==> src/rtl/hamming_secded_enc.sv <==
// Parametrised SECDED Hamming encoder with valid/ready flow control, optional
// extra pipeline stage, codeword error injection and an accepted-word counter.
module hamming_secded_enc #(
    parameter  int DATA_W = 64,
    parameter  int PIPE   = 0,
    parameter  int CNT_W  = 32,
    // Smallest p with 2^p >= DATA_W + p + 1 over the legal range 4..247.
    localparam int P      = (DATA_W <= 4)   ? 3 :
                            (DATA_W <= 11)  ? 4 :
                            (DATA_W <= 26)  ? 5 :
                            (DATA_W <= 57)  ? 6 :
                            (DATA_W <= 120) ? 7 : 8,
    localparam int CODE_W = DATA_W + P + 1
) (
    input  logic              clk,
    input  logic              reset,
    input  logic [DATA_W-1:0] in_data,
    input  logic              in_valid,
    output logic              in_ready,
    input  logic [CODE_W-1:0] inj_mask,
    output logic [CODE_W-1:0] out_code,
    output logic              out_valid,
    input  logic              out_ready,
    output logic [CNT_W-1:0]  enc_count
);

    function automatic logic [CODE_W-1:0] f_encode(input logic [DATA_W-1:0] d);
        logic [CODE_W-1:0] c;
        logic [DATA_W-1:0] rem;
        // NOTE: function locals are scratch variables, so blocking assignments
        // are correct here; registered state below uses non-blocking only.
        c   = '0;
        rem = d;
        for (int j = 1; j < CODE_W; j++) begin
            if ((j & (j - 1)) != 0) begin
                c[j] = rem[0];
                rem  = rem >> 1;
            end
        end
        for (int i = 0; i < P; i++) begin
            for (int j = 1; j < CODE_W; j++) begin
                if (((j >> i) & 1) == 1 && j != (1 << i)) begin
                    c[1 << i] = c[1 << i] ^ c[j];
                end
            end
        end
        c[0] = ^c[CODE_W-1:1];
        return c;
    endfunction

    logic [CODE_W-1:0] w_enc;
    logic              w_stage_ready;
    logic              w_accept;
    logic [CODE_W-1:0] r_out_code;
    logic              r_out_valid;
    logic [CNT_W-1:0]  r_count;

    assign w_enc     = f_encode(in_data) ^ inj_mask;
    assign in_ready  = !reset && w_stage_ready;
    assign w_accept  = in_valid && in_ready;
    assign out_code  = r_out_code;
    assign out_valid = r_out_valid;
    assign enc_count = r_count;

    always_ff @(posedge clk) begin
        if (reset) begin
            r_count <= '0;
        end else if (w_accept) begin
            r_count <= r_count + CNT_W'(1);
        end
    end

    if (PIPE == 0) begin : g_pipe0
        assign w_stage_ready = !r_out_valid || out_ready;

        always_ff @(posedge clk) begin
            // NOTE: code registers are reset too, because out_code must read 0
            // during and right after reset, not just be qualified by out_valid.
            if (reset) begin
                r_out_valid <= 1'b0;
                r_out_code  <= '0;
            end else if (w_stage_ready) begin
                r_out_valid <= in_valid;
                if (in_valid) r_out_code <= w_enc;
            end
        end
    end else begin : g_pipe1
        logic              r_s1_valid;
        logic [CODE_W-1:0] r_s1_code;
        logic              w_s2_load;

        // S1 may load whenever it is empty or drains into S2 this cycle.
        assign w_s2_load     = !r_out_valid || out_ready;
        assign w_stage_ready = !r_s1_valid || w_s2_load;

        always_ff @(posedge clk) begin
            if (reset) begin
                r_s1_valid  <= 1'b0;
                r_s1_code   <= '0;
                r_out_valid <= 1'b0;
                r_out_code  <= '0;
            end else begin
                if (w_s2_load) begin
                    r_out_valid <= r_s1_valid;
                    if (r_s1_valid) r_out_code <= r_s1_code;
                end
                if (w_stage_ready) begin
                    r_s1_valid <= in_valid;
                    if (in_valid) r_s1_code <= w_enc;
                end
            end
        end
    end

endmodule
==> config.mk <==
export PLATFORM = sky130hd
export DESIGN_NAME = hamming_secded_enc
export DESIGN_NICKNAME = d
export VERILOG_FILES = /design/src/rtl/hamming_secded_enc.sv
export SDC_FILE = /design/constraint.sdc
export NUM_CORES = 1
export LEC_CHECK = 0
export ABC_CLOCK_PERIOD_IN_PS = 3400
export CAP_MARGIN = 0
export CORE_ASPECT_RATIO = 0.75
export CORE_MARGIN = 2
export CORE_UTILIZATION = 43
export DETAILED_ROUTE_END_ITERATION = 8
export GPL_TIMING_DRIVEN = 0
export PLACE_DENSITY = 0.79
export SLEW_MARGIN = 10
export SYNTH_ARGS = -nofsm -noshare
export SYNTH_HDL_FRONTEND = slang
export SYNTH_SLANG_ARGS = --single-unit
==> constraint.sdc <==
create_clock -name clk -period 3.4 [get_ports clk]
set_input_delay 0.34 -clock clk [delete_from_list [all_inputs] [get_ports clk]]
set_output_delay 0.34 -clock clk [all_outputs]
set_load 0.03 [all_outputs]
# Word-level counts from Yosys, hierarchy flattened
# Cells that the tools add are included.
[word_totals]
reg_bits = 105
output_inout_bits = 106
wordCells = 210
[op_classes]
n_addsub = 1
bitwise = 199
n_reduce_logical = 7
[ops]
columns = ["operator", "count"]
rows = [
  ["$xor 1x1->1", 198],
  ["$xor 72x72->72", 1],
  ["$reduce_xor 71->1", 1],
  ["$add 32x1->32 const B", 1],
  ["$logic_and 1x1->1", 2],
  ["$logic_not 1->1", 2],
  ["$reduce_and 2->1", 1],
  ["$logic_or 1x1->1", 1],
]

# Longest topological paths before layout
# Gate-level depths: netlist (run 1).
[depth]
depth_word = 36
ltp_mapped = 8

# Worst setup path before layout (run 1)
# OpenSTA, ideal clock, no wires.
[synth_timing]
path_kind = "input port to flip-flop"
from = "in in_data[22]"
to = "reg r_out_code[0], in the netlist out_code[0]"
setup_time_ns = 0.079
arrival_ns = 2.547
slack_ns = 0.774
cell_stages = 8
path_cell_list = "clkbuf_2 > xnor2_1 > xnor2_1 > xnor3_1 > xnor3_1 > xnor3_1 > xnor3_1 > a211oi_2"
[synth_via]
elab_chain_len = 26
elab_cells_between_ends = 66
[synth_rtl]
columns = ["element", "line", "source"]
rows = [
  ["start: declaration", "17", "input logic [DATA_W-1:0] in_data,"],
  ["$xor 1x1->1 (24 in a row)", "43", "c[1 << i] = c[1 << i] ^ c[j];"],
  ["$reduce_xor 71->1 *", "47", "c[0] = ^c[CODE_W-1:1];"],
  ["$xor 72x72->72 *", "58", "assign w_enc = f_encode(in_data) ^ inj_mask;"],
  ["end signal: assignment", "84", "if (in_valid) r_out_code <= w_enc;"],
  ["end: declaration", "54", "logic [CODE_W-1:0] r_out_code;"],
]
# Mark *: on every way between the ends. The rest lies on a longest branch, timed or not.
# A chain may end at the register's enable or synchronous reset.

# Final worst setup path (run 1)
[layout_timing]
from = "in in_data[55]"
to = "reg r_out_code[0], in the netlist out_code[0]"
[layout_via]
elab_chain_len = 8
elab_cells_between_ends = 20
[layout_rtl]
columns = ["element", "line"]
rows = [
  ["$xor 1x1->1 (6 in a row)", "43"],
  ["$reduce_xor 71->1 *", "47"],
  ["$xor 72x72->72 *", "58"],
]
# Marked as above.

==> results of run 1 <==
[worst paths after layout]
kind	startpoint	end	slack (ps)	depth (start not counted)
setup / recovery	in_data[55]	out_code[0]	230	8
hold / removal	in_data[22]	out_code[28]	470	3
setup reg to reg	out_valid	out_code[59]	1070	7
hold reg to reg	out_code[37]	out_code[37]	500	2
[worst max-delay path: stages]
cell	delay (ps)
clkdlybuf4s50_1	600
xor2_1	220
xnor3_1	490
xnor3_1	290
xnor3_1	490
xnor3_1	390
xnor3_1	410
a211oi_2	210
[cell usage after synthesis (all sizes together)]
library cell	number
nand4	8
nand3	7
or3	3
clkbuf	24
buf	6
ha	1
and3	7
a21oi	4
xor2	43
dfxtp	105
nand2	15
a211oi	71
xnor3	14
xnor2	164
nor3b	1
nand2b	1
and4	4
inv	1
and2	1
and3b	1
nor2b	2
nor2	103
mux2i	2
o21ai	3
[sequential cells by signal, indices dropped and copies added, names as in the netlist]
register	count
enc_count	32
out_code	72
out_valid	1
[kinds of logic after synthesis]
kind of cell / share of synthesized area [%]
buf+inv: 2.09
xor+xnor: 38.0
flops: 37.4
compound gates: 10.2
fa+ha+maj: 0.222
simple gates: 11.8
mux: 0.356
[layout make-up]
cell class / instances / area (µm²) / area share, %
tap: 171 / 214 / 2.49
clock inverter: 7 / 85.1 / 0.991
inverter: 1 / 3.75 / 0.0437
multi-input combinational: 455 / 3410 / 39.7
timing repair buffer: 243 / 2430 / 28.3
clock buffer: 9 / 225 / 2.62
buffer: 30 / 114 / 1.33
sequential: 105 / 2100 / 24.5
[per-layer routing]
layer  part of all wire [%]  track usage (%)  vias up
met5                      0                0        -
met4                    1.1             5.21        0
met3                    6.5             6.10       17
met2                     46             41.2      179
met1                     47             34.2     2477
li1                       -                -     2494
[report_power, final]
part	switching [mW]	total, mW	internal [mW]
sequential	0.0576	1.39	1.33
clock	0.512	1.10	0.588
combinational	0.901	1.96	1.06
total	1.47	4.45	2.98
==> out/qor.txt, run 1 <==
Initial antenna violation count = 0
CP Max Fanout = 3
Critical Path Sink Type = register
Commonest non-fill, non-tap cell in the layout = clkdlybuf4s50_1
Placed insts = 1005
Worst hold slack = 469 ps
Placer Congestion = 0.837
CTS root buf = clkbuf_16
Most frequent cells in the layout = clkdlybuf4s50_1 (243), xnor2_1 (163), dfxtp_1 (105)
Yosys cell types = 27
Die ar. = 14000 µm²
Site Rows = 36
PostCTS Resize Cnt = 0
Register area share after synthesis = 37.3%
Final core occ = 66.6%
Die X = 136 µm
DP Worst Slack = -117 ps
Synth Warn # = 0
CTS tree = done
N_diodes = 0
Antenna Violating Nets Remaining = 0
Status = finished, final reports clean
Vias in the first global route = 4981
Hold WC Path Type = input port to register
Peak Freq = 0.315 GHz
Clk_skew = 4.47 ps
Routed vias = 5167
Total negative slack = 0 ps
Worst-skew pair later-pin latency = 340 ps
Worst setup path class = input port to register
Slew headroom = 50.5%
Crit path required time = 3670 ps
DRC violations left = 0
First-pass GRT wire length = 27000 µm
Initial DRC count = 191
RSZ-0062 raised after global routing = no
Clock tree buffer depth = 2
Least-Margin Pin Slew = 743 ps
Syn Std Cell Area = 5630 µm²
Starting Density = 43.7%
DR vias/cell = 5.06
Pin count of the biggest net entering global routing = 20
Tmin final = 3170 ps
IO Pins = 246
Syn_area_per_cell = 9.52 µm²
Synthesized flop and latch total = 105
Final period util = 93.2%
Post-CTS Hold Fix Bufs = 0
Routed wire length = 18100 µm
Mapped Cells = 591
DP Area = 8270 µm²
Wire per inst = 17.7 µm
Detailed Place HPWL = 14500 µm
Layout cells sized above 1 = 2.24%
Die Y = 103 µm
Max-cap viol count = 0
Synth area leader = dfxtp_1
Core area = 12900 µm²
Fillers = 1017
Startpoint types = input port
H-tree depth = 3
Peak supply drop = 0.417 mV
Layout Cells excl Fill = 1021
P&R area growth vs syn = 52.5%
Clk sink count = 105
# setup viols final = 0
Post-CTS setup buffer count = 0
Syn_nets = 732
Ranking of synthesized cells by area = dfxtp_1 (37%), xnor2_1 (25%), a211oi_1 (9.3%)
Final #Nets = 986
CP arrival = 3440 ps
Cts bufs inserted = 9
Pwr Density = 519 nW/µm²
Final worst setup slack = 230 ps
GRT Total Usage = 25.2%
Top cell type's share of synthesized area = 37.3%
First-pass DRT Iterations = 4
Non-Filler Cell Area, Final = 8580 µm²
Overflow after GRT = 0
Worst-path clk slew = 70 ps
PortBufs = 243
Leak = 3.08 nW
Final Hold Vio Count = 0
Max-slew violations = 0
Tot Pwr = 4.45 mW
No activity file was read; power rests on OpenSTA's default activity.
==> run 2, diff against run 1 <==
--- a/config.mk
+++ b/config.mk
@@ -6,7 +6,7 @@
 export NUM_CORES = 1
 export LEC_CHECK = 0
 export ABC_CLOCK_PERIOD_IN_PS = 3400
-export CAP_MARGIN = 0
+export CAP_MARGIN = 30
 export CORE_ASPECT_RATIO = 0.75
 export CORE_MARGIN = 2
 export CORE_UTILIZATION = 43
==> results of run 2 <==
Final layout, timing and power as in run 1 (identical DEF).
